### config.mk
export PLATFORM = sky130hd
export DESIGN_NAME = memory_stage_flat
export DESIGN_NICKNAME = d
export VERILOG_FILES = /design/src/rtl/memory_stage_if.sv /design/src/rtl/memory_stage.sv /design/src/flat_wrapper.sv
export SDC_FILE = /design/constraint.sdc
export NUM_CORES = 1
export LEC_CHECK = 0
export CAP_MARGIN = 20
export CORE_AREA = 4 4 250 252
export CTS_BUF_LIST = sky130_fd_sc_hd__clkbuf_8
export CTS_CLUSTER_DIAMETER = 80
export DETAILED_ROUTE_END_ITERATION = 6
export DIE_AREA = 0 0 254 256
export GPL_TIMING_DRIVEN = 0
export PLACE_DENSITY = 0.56
export SYNTH_ARGS = -nofsm -noshare
export SYNTH_HDL_FRONTEND = slang
export SYNTH_SLANG_ARGS = --single-unit
### constraint.sdc
create_clock -name clk -period 23.9 [get_ports clk]
set_input_delay 5.975 -clock clk [delete_from_list [all_inputs] [get_ports clk]]
set_output_delay 5.975 -clock clk [all_outputs]
set_load 0.005 [all_outputs]
### src/rtl/memory_stage_if.sv
// rtl/memory_stage_if.sv - data bus between the MEM stage and data memory
//
// Purpose: carries one data-bus request (valid/addr/size/strobe/data) from the
// MEM stage and the matching response (addr_ok/data_ok/data) back to it.
// Ports (modports):
//   master - MEM stage side: drives dreq_*, samples dresp_*
//   slave  - memory side:    samples dreq_*, drives dresp_*

interface memory_stage_if;
  logic        dreq_valid;
  logic [63:0] dreq_addr;
  logic [2:0]  dreq_size;
  logic [7:0]  dreq_strobe;
  logic [63:0] dreq_data;
  logic        dresp_addr_ok;
  logic        dresp_data_ok;
  logic [63:0] dresp_data;

  modport master (
    output dreq_valid, dreq_addr, dreq_size, dreq_strobe, dreq_data,
    input  dresp_addr_ok, dresp_data_ok, dresp_data
  );

  modport slave (
    input  dreq_valid, dreq_addr, dreq_size, dreq_strobe, dreq_data,
    output dresp_addr_ok, dresp_data_ok, dresp_data
  );
endinterface

### src/rtl/memory_stage.sv
// rtl/memory_stage.sv - RV64 pipeline MEM stage with data-bus load/store
//
// Purpose: registers the execute result towards writeback, performing loads
// and stores over the data bus. Stalls earlier stages while a bus access is
// outstanding, aligns store data/strobe and extracts/extends load data.
// Ports:
//   clk, reset          clock; asynchronous active-high reset
//   dataE_*_i           execute result (held stable while stallM_o is high)
//   flushM_i            discard the instruction currently in MEM
//   dbus                data bus (master side)
//   stallM_o            hold EX and earlier stages
//   misalignM_o         one-cycle pulse: misaligned access dropped
//   dataM_*_o           registered result to writeback

module memory_stage #(
  parameter int XLEN = 64
) (
  input  logic            clk,
  input  logic            reset,
  input  logic            dataE_valid_i,
  input  logic [XLEN-1:0] dataE_pc_i,
  input  logic [31:0]     dataE_raw_instr_i,
  input  logic [4:0]      dataE_dst_i,
  input  logic [4:0]      dataE_ra1_i,
  input  logic [4:0]      dataE_ra2_i,
  input  logic            dataE_memread_i,
  input  logic            dataE_memwrite_i,
  input  logic [2:0]      dataE_msize_i,
  input  logic            dataE_zext_i,
  input  logic            dataE_regwrite_i,
  input  logic [XLEN-1:0] dataE_aluout_i,
  input  logic [XLEN-1:0] dataE_memwdata_i,
  input  logic            flushM_i,
  memory_stage_if.master  dbus,
  output logic            stallM_o,
  output logic            misalignM_o,
  output logic            dataM_valid_o,
  output logic [XLEN-1:0] dataM_pc_o,
  output logic [31:0]     dataM_raw_instr_o,
  output logic [4:0]      dataM_dst_o,
  output logic [4:0]      dataM_ra1_o,
  output logic [4:0]      dataM_ra2_o,
  output logic            dataM_memread_o,
  output logic            dataM_memwrite_o,
  output logic [2:0]      dataM_msize_o,
  output logic            dataM_zext_o,
  output logic            dataM_regwrite_o,
  output logic [XLEN-1:0] dataM_writedata_o
);

  typedef enum logic {IDLE, ACCESS} state_t;

  typedef struct packed {
    logic            valid;
    logic [XLEN-1:0] pc;
    logic [31:0]     raw_instr;
    logic [4:0]      dst;
    logic [4:0]      ra1;
    logic [4:0]      ra2;
    logic            memread;
    logic            memwrite;
    logic [2:0]      msize;
    logic            zext;
    logic            regwrite;
    logic [XLEN-1:0] writedata;
  } mem_rec_t;

  state_t          state_q, state_d;
  logic            req_valid_q, req_valid_d;
  logic [XLEN-1:0] req_addr_q, req_addr_d;
  logic [2:0]      req_size_q, req_size_d;
  logic [7:0]      req_strobe_q, req_strobe_d;
  logic [XLEN-1:0] req_data_q, req_data_d;
  logic            flushed_q, flushed_d;
  logic            misalign_q, misalign_d;
  mem_rec_t        dataM_q, dataM_d;

  logic            stall;
  logic            is_mem;
  logic            misaligned;
  logic [2:0]      off;
  logic [7:0]      byte_mask;
  logic [7:0]      store_strobe;
  logic [XLEN-1:0] store_data;
  logic [XLEN-1:0] load_raw;
  logic [XLEN-1:0] load_data;
  mem_rec_t        exec_rec;

  // The memory does not use a separate address phase here, so addr_ok has no effect.
  logic unused_addr_ok;
  assign unused_addr_ok = dbus.dresp_addr_ok;

  assign off    = dataE_aluout_i[2:0];
  assign is_mem = dataE_memread_i | dataE_memwrite_i;

  always_comb begin
    byte_mask  = 8'h01;
    misaligned = 1'b0;
    case (dataE_msize_i[1:0])
      2'd0:    begin byte_mask = 8'h01; misaligned = 1'b0;      end
      2'd1:    begin byte_mask = 8'h03; misaligned = off[0];    end
      2'd2:    begin byte_mask = 8'h0F; misaligned = |off[1:0]; end
      default: begin byte_mask = 8'hFF; misaligned = |off;      end
    endcase
  end

  assign store_strobe = byte_mask << off;
  assign store_data   = dataE_memwdata_i << {off, 3'b000};

  // Load extraction uses the latched request; only zext comes from the held dataE.
  assign load_raw = dbus.dresp_data >> {req_addr_q[2:0], 3'b000};

  always_comb begin
    load_data = load_raw;
    case (req_size_q[1:0])
      2'd0: load_data = dataE_zext_i ? {{(XLEN-8){1'b0}}, load_raw[7:0]}
                                     : {{(XLEN-8){load_raw[7]}}, load_raw[7:0]};
      2'd1: load_data = dataE_zext_i ? {{(XLEN-16){1'b0}}, load_raw[15:0]}
                                     : {{(XLEN-16){load_raw[15]}}, load_raw[15:0]};
      2'd2: load_data = dataE_zext_i ? {{(XLEN-32){1'b0}}, load_raw[31:0]}
                                     : {{(XLEN-32){load_raw[31]}}, load_raw[31:0]};
      default: load_data = load_raw;
    endcase
  end

  always_comb begin
    exec_rec           = '0;
    exec_rec.valid     = 1'b1;
    exec_rec.pc        = dataE_pc_i;
    exec_rec.raw_instr = dataE_raw_instr_i;
    exec_rec.dst       = dataE_dst_i;
    exec_rec.ra1       = dataE_ra1_i;
    exec_rec.ra2       = dataE_ra2_i;
    exec_rec.memread   = dataE_memread_i;
    exec_rec.memwrite  = dataE_memwrite_i;
    exec_rec.msize     = dataE_msize_i;
    exec_rec.zext      = dataE_zext_i;
    exec_rec.regwrite  = dataE_regwrite_i;
    exec_rec.writedata = dataE_aluout_i;
  end

  always_comb begin
    state_d      = state_q;
    req_valid_d  = req_valid_q;
    req_addr_d   = req_addr_q;
    req_size_d   = req_size_q;
    req_strobe_d = req_strobe_q;
    req_data_d   = req_data_q;
    flushed_d    = flushed_q;
    misalign_d   = 1'b0;
    stall        = 1'b0;
    dataM_d      = '0;  // bubble unless something is captured this edge
    case (state_q)
      IDLE: begin
        if (dataE_valid_i && !flushM_i) begin
          if (!is_mem) begin
            dataM_d = exec_rec;
          end else if (misaligned) begin
            dataM_d           = exec_rec;
            dataM_d.regwrite  = 1'b0;
            dataM_d.writedata = '0;
            misalign_d        = 1'b1;
          end else begin
            stall        = 1'b1;
            state_d      = ACCESS;
            req_valid_d  = 1'b1;
            req_addr_d   = dataE_aluout_i;
            req_size_d   = dataE_msize_i;
            req_strobe_d = dataE_memwrite_i ? store_strobe : 8'h00;
            req_data_d   = dataE_memwrite_i ? store_data : '0;
            flushed_d    = 1'b0;
          end
        end
      end
      ACCESS: begin
        // The transaction cannot be aborted: a flush only marks the result for dropping.
        stall = 1'b1;
        if (flushM_i) flushed_d = 1'b1;
        if (dbus.dresp_data_ok) begin
          state_d     = IDLE;
          req_valid_d = 1'b0;
          flushed_d   = 1'b0;
          if (!flushed_q && !flushM_i) begin
            dataM_d = exec_rec;
            if (dataE_memread_i) dataM_d.writedata = load_data;
          end
        end
      end
    endcase
  end

  always_ff @(posedge clk or posedge reset) begin
    if (reset) begin
      state_q      <= IDLE;
      req_valid_q  <= 1'b0;
      req_addr_q   <= '0;
      req_size_q   <= '0;
      req_strobe_q <= '0;
      req_data_q   <= '0;
      flushed_q    <= 1'b0;
      misalign_q   <= 1'b0;
      dataM_q      <= '0;
    end else begin
      state_q      <= state_d;
      req_valid_q  <= req_valid_d;
      req_addr_q   <= req_addr_d;
      req_size_q   <= req_size_d;
      req_strobe_q <= req_strobe_d;
      req_data_q   <= req_data_d;
      flushed_q    <= flushed_d;
      misalign_q   <= misalign_d;
      dataM_q      <= dataM_d;
    end
  end

  assign dbus.dreq_valid  = req_valid_q;
  assign dbus.dreq_addr   = req_addr_q;
  assign dbus.dreq_size   = req_size_q;
  assign dbus.dreq_strobe = req_strobe_q;
  assign dbus.dreq_data   = req_data_q;

  assign stallM_o          = stall;
  assign misalignM_o       = misalign_q;
  assign dataM_valid_o     = dataM_q.valid;
  assign dataM_pc_o        = dataM_q.pc;
  assign dataM_raw_instr_o = dataM_q.raw_instr;
  assign dataM_dst_o       = dataM_q.dst;
  assign dataM_ra1_o       = dataM_q.ra1;
  assign dataM_ra2_o       = dataM_q.ra2;
  assign dataM_memread_o   = dataM_q.memread;
  assign dataM_memwrite_o  = dataM_q.memwrite;
  assign dataM_msize_o     = dataM_q.msize;
  assign dataM_zext_o      = dataM_q.zext;
  assign dataM_regwrite_o  = dataM_q.regwrite;
  assign dataM_writedata_o = dataM_q.writedata;

endmodule

### src/flat_wrapper.sv
// flat-port wrapper written by rule: the top's interface ports become plain ports
module memory_stage_flat 
#(
  parameter int XLEN = 64
)
  (clk, reset, dataE_valid_i, dataE_pc_i, dataE_raw_instr_i, dataE_dst_i, dataE_ra1_i, dataE_ra2_i, dataE_memread_i, dataE_memwrite_i, dataE_msize_i, dataE_zext_i, dataE_regwrite_i, dataE_aluout_i, dataE_memwdata_i, flushM_i, stallM_o, misalignM_o, dataM_valid_o, dataM_pc_o, dataM_raw_instr_o, dataM_dst_o, dataM_ra1_o, dataM_ra2_o, dataM_memread_o, dataM_memwrite_o, dataM_msize_o, dataM_zext_o, dataM_regwrite_o, dataM_writedata_o, dbus_dreq_valid, dbus_dreq_addr, dbus_dreq_size, dbus_dreq_strobe, dbus_dreq_data, dbus_dresp_addr_ok, dbus_dresp_data_ok, dbus_dresp_data);
  memory_stage_if dbus_i ();
  input  logic clk;
  input  logic reset;
  input  logic dataE_valid_i;
  input  logic [XLEN-1:0] dataE_pc_i;
  input  logic [31:0] dataE_raw_instr_i;
  input  logic [4:0] dataE_dst_i;
  input  logic [4:0] dataE_ra1_i;
  input  logic [4:0] dataE_ra2_i;
  input  logic dataE_memread_i;
  input  logic dataE_memwrite_i;
  input  logic [2:0] dataE_msize_i;
  input  logic dataE_zext_i;
  input  logic dataE_regwrite_i;
  input  logic [XLEN-1:0] dataE_aluout_i;
  input  logic [XLEN-1:0] dataE_memwdata_i;
  input  logic flushM_i;
  output logic stallM_o;
  output logic misalignM_o;
  output logic dataM_valid_o;
  output logic [XLEN-1:0] dataM_pc_o;
  output logic [31:0] dataM_raw_instr_o;
  output logic [4:0] dataM_dst_o;
  output logic [4:0] dataM_ra1_o;
  output logic [4:0] dataM_ra2_o;
  output logic dataM_memread_o;
  output logic dataM_memwrite_o;
  output logic [2:0] dataM_msize_o;
  output logic dataM_zext_o;
  output logic dataM_regwrite_o;
  output logic [XLEN-1:0] dataM_writedata_o;
  output wire logic [$bits(dbus_i.dreq_valid)-1:0] dbus_dreq_valid;
  output wire logic [$bits(dbus_i.dreq_addr)-1:0] dbus_dreq_addr;
  output wire logic [$bits(dbus_i.dreq_size)-1:0] dbus_dreq_size;
  output wire logic [$bits(dbus_i.dreq_strobe)-1:0] dbus_dreq_strobe;
  output wire logic [$bits(dbus_i.dreq_data)-1:0] dbus_dreq_data;
  input wire logic [$bits(dbus_i.dresp_addr_ok)-1:0] dbus_dresp_addr_ok;
  input wire logic [$bits(dbus_i.dresp_data_ok)-1:0] dbus_dresp_data_ok;
  input wire logic [$bits(dbus_i.dresp_data)-1:0] dbus_dresp_data;
  assign dbus_dreq_valid = dbus_i.dreq_valid;
  assign dbus_dreq_addr = dbus_i.dreq_addr;
  assign dbus_dreq_size = dbus_i.dreq_size;
  assign dbus_dreq_strobe = dbus_i.dreq_strobe;
  assign dbus_dreq_data = dbus_i.dreq_data;
  assign dbus_i.dresp_addr_ok = dbus_dresp_addr_ok;
  assign dbus_i.dresp_data_ok = dbus_dresp_data_ok;
  assign dbus_i.dresp_data = dbus_dresp_data;
  memory_stage #(.XLEN(XLEN)) u_core (.clk(clk), .reset(reset), .dataE_valid_i(dataE_valid_i), .dataE_pc_i(dataE_pc_i), .dataE_raw_instr_i(dataE_raw_instr_i), .dataE_dst_i(dataE_dst_i), .dataE_ra1_i(dataE_ra1_i), .dataE_ra2_i(dataE_ra2_i), .dataE_memread_i(dataE_memread_i), .dataE_memwrite_i(dataE_memwrite_i), .dataE_msize_i(dataE_msize_i), .dataE_zext_i(dataE_zext_i), .dataE_regwrite_i(dataE_regwrite_i), .dataE_aluout_i(dataE_aluout_i), .dataE_memwdata_i(dataE_memwdata_i), .flushM_i(flushM_i), .dbus(dbus_i), .stallM_o(stallM_o), .misalignM_o(misalignM_o), .dataM_valid_o(dataM_valid_o), .dataM_pc_o(dataM_pc_o), .dataM_raw_instr_o(dataM_raw_instr_o), .dataM_dst_o(dataM_dst_o), .dataM_ra1_o(dataM_ra1_o), .dataM_ra2_o(dataM_ra2_o), .dataM_memread_o(dataM_memread_o), .dataM_memwrite_o(dataM_memwrite_o), .dataM_msize_o(dataM_msize_o), .dataM_zext_o(dataM_zext_o), .dataM_regwrite_o(dataM_regwrite_o), .dataM_writedata_o(dataM_writedata_o));
endmodule
==> impl_metrics.tcl <==
set metrics [dict create \
    cts.clk_slew.worst_paths_ns 0.06 \
    clock_latency_ns 0.68 \
    cell_internal_pwr_w 0.00117 \
    min_period_over_period_pct 59.8 \
    cp.required_ns 17.93 \
    cts_resized 0 \
    synth_top_cell_by_area "dfrtp_1" \
    stdcell_area_um2 24500 \
    io_pins 641 \
    synth.area.top_cells "dfrtp_1, nand2_1, mux2i_1" \
    grtUsageTotal_pct 23.5 \
    die_w_um 254 \
    maxUsedRoutingLayer "met5" \
    final_nets 2612 \
    synth-async-reset-ratio_pct 100 \
    syn_inst 1593 \
    reg2reg_depth 8 \
    worstSetupPathType "in -> out" \
    root_buffer "clkbuf_8" \
    cts_buffer_depth 3 \
    post_cts_buffers 0 \
    cp_common_cell "clkdlybuf4s50_1" \
    ys.flop_type "dfrtp_1" \
    drive_above_1_share_pct 8.64 \
    wl_met2_mm 39.4 \
    met3_length_mm 7.21 \
    synth_edf_count 0 \
    synth_cell_types 56 \
    rsz0062_at_grt "false" \
    crit_path_start_kind "input port" \
    cp-end-kind "output port" \
    hold_violations 0 \
    path_cells "clkdlybuf4s50_1, o21a_1, a221oi_1, nand3b_1, nand2_1, clkdlybuf4s50_1" \
    grt_pass1_vias 16008 \
    cts.sinks 326 \
    syn-cell-area_um2 15800 \
    place_area_um2 23300 \
    overflow 0 \
    setup_viol 0 \
    power_frac_seq_pct 37.4 \
    die_area_um2 65000 \
    gp_congestion 0.938 \
    p_sw_share_pct 33.1 \
    crit_family "buffers and inverters" \
    post_drt_wl_per_cell_um 25.6 \
    wl_met1_mm 31.1 \
    grt_pass1_wl_mm 114 \
    fin_util_pct 40.7 \
    core-area_um2 60100 \
    hpwl_mm 64.4 \
    num_rows 90 \
    syn-num-nets 1909 \
    drv_cap 0 \
    numCtsBuffers 60 \
    relSlewSlack_pct 34.7 \
    cts-htree-levels 2 \
    vdd_ir_drop_max_uv 38.4 \
    skew_ns 0.0483 \
    cp_slowest_cell "a221oi_1" \
    violations "DRC" \
    p_leak_nw 10.5 \
    initial_utilization_pct 26.3 \
    hp-class "reg -> reg" \
    ant_nets 0 \
    crit_cells 6 \
    worst_pin_slew_ns 0.978 \
    grt_max_degree 120 \
    status "finished with violations" \
    drc 8 \
    antenna_found_initial 15 \
    holdBufCountCts 0 \
    drtIter0Drc 1186 \
    cts_tree "built" \
    min_path_cells 2 \
    p_clk_share_pct 31.5 \
    port_buffers 637 \
    area_growth_pct 54.7 \
    p_switching_w 0.000576 \
    slew_violations 0 \
    fmax_ghz 0.0700 \
    cp_num_buf_inv 2 \
    period_needed_ns 14.29 \
    vias_per_cell 4.92 \
    synth_top_area_share_pct 51.5 \
    ys_warn_count 0 \
    drt-pass1-iter-count 7 \
    drt-total-wl_mm 79.9 \
    die-height_um 256 \
    ys_ff_latch 326 \
    powerDensity_nw_per_um2 71.1 \
    tns_ns 0 \
    vias 15390 \
    max_stage_delay_ns 0.59 \
    cp_max_fo 4 \
    ys_seq_area_share_pct 51.5 \
    avgSynthCellArea_um2 9.94 \
    arrival_ns 8.31 \
    pwr-share-comb_pct 31.0 \
]
-- layout make-up --
type | count | area, um^2
multi-input combinational | 1118 | 7060
clock inverter | 29 | 169
fill | 5906 | 35600
tap | 782 | 978
clock buffer | 76 | 1050
antenna | 6 | 15.0
buffer | 141 | 586
timing repair buffer | 641 | 6450
inverter | 8 | 37.5
sequential | 326 | 8160
-- Yosys cell counts (all sizes together), types with 14 or more instances --
library cell and instances:
nor2 63, clkbuf 100, mux4 18, mux2i 80, a211o 21, a211oi 42
buf 41, mux2 18, nand2 345, and2 121, a221oi 14, o21ai 65
a31oi 23, nand2b 16, nor2b 39, o31ai 34, dfrtp 326, a41oi 15
a21oi 88
-- state kept, by name, indices dropped and copies added (netlist names), 3 cells and up --
register and cells:
u_core.dataM_dst_o 5, u_core.dataM_msize_o 3, u_core.dataM_pc_o 64, u_core.dataM_ra1_o 5, u_core.dataM_ra2_o 5, u_core.dataM_raw_instr_o 32
u_core.dataM_writedata_o 64, u_core.dbus.dreq_addr 64, u_core.dbus.dreq_data 64, u_core.dbus.dreq_size 3, u_core.dbus.dreq_strobe 8
-- worst min-delay path: cells and delay by family (launching register included) --
kind | cells | cell delay [ns]
flip-flops | 1 | 0.34
AND/OR/NAND/NOR | 2 | 0.10
-- power groups by stage --
| stage | combinational, W | clock [W] | sequential (W) |
|---|---|---|---|
| CTS | 0.000541 | 0.000566 | 0.000652 |
| floorplan | 0.000225 | 0 | 0.000660 |
| global placement | 0.000536 | 0 | 0.000659 |
| finish | 0.000540 | 0.000549 | 0.000652 |
| detailed placement | 0.000538 | 0 | 0.000661 |
| global route | 0.000578 | 0.000589 | 0.000659 |
-- per-stage QoR --
step,std cells,hold WS [ns],setup WS (ns),power (W)
finish,3127,0.472,9.61,0.00174
detailed placement,3016,0.459,9.64,0.00120
CTS,3121,0.473,9.64,0.00176
global route,3124,0.494,9.54,0.00183
global placement,3012,0.454,4.36,0.00120
floorplan,1593,0.463,8.90,0.000885
-- layer usage --
layer | vias up | track usage (%)
met3 | 131 | 7.47
met4 | 16 | 5.90
met1 | 7539 | 28.2
li1 | 6978 | -
met5 | - | 0
met2 | 726 | 40.9
-- logic make-up after synthesis --
group                  Yosys count  synth area share, %
multiplexers                   116                 8.90
buffers and inverters          149                 3.89
flip-flops                     326                 51.5
AO/OA/AOI/OAI                  390                 18.0
AND/OR/NAND/NOR                612                 17.7
-- cell usage in the layout (no fill, tap or decap), types with 16 or more instances in the layout --
| master | synthesis | routed |
|---|---|---|
| nand2b_1 | 16 | 16 |
| clkbuf_1 | 100 | 100 |
| inv_1 | 8 | 21 |
| clkdlybuf4s50_1 | 0 | 637 |
| o21ai_0 | 64 | 64 |
| a211o_1 | 21 | 21 |
| nor2b_1 | 39 | 39 |
| buf_2 | 21 | 21 |
| a211oi_1 | 42 | 42 |
| mux4_2 | 18 | 18 |
| and2_1 | 121 | 121 |
| o31ai_1 | 34 | 34 |
| mux2i_1 | 80 | 80 |
| mux2_2 | 18 | 18 |
| nor2_1 | 63 | 63 |
| dfrtp_1 | 326 | 326 |
| a21oi_1 | 88 | 88 |
| nand2_1 | 345 | 345 |
| clkbuf_8 | 0 | 76 |
-- path summary, 6_finish.rpt --
path / start / end / slack, ns
max: dataE_aluout_i[1] / stallM_o / 9.61
min: u_core.dbus.dreq_data[38]$_DFFE_PP0P_ / u_core.dbus.dreq_data[38]$_DFFE_PP0P_ / 0.47
max reg2reg: u_core.dbus.dreq_addr[0]$_DFFE_PP0P_ / u_core.dataM_writedata_o[29]$_DFF_PP0_ / 20.76
min reg2reg: u_core.dbus.dreq_data[38]$_DFFE_PP0P_ / u_core.dbus.dreq_data[38]$_DFFE_PP0P_ / 0.47
max in group asynchronous: reset / u_core.dataM_pc_o[32]$_DFF_PP0_ / 16.95
min in group asynchronous: reset / u_core.dataM_raw_instr_o[11]$_DFF_PP0_ / 5.80
(Power assumes the default switching activity.)
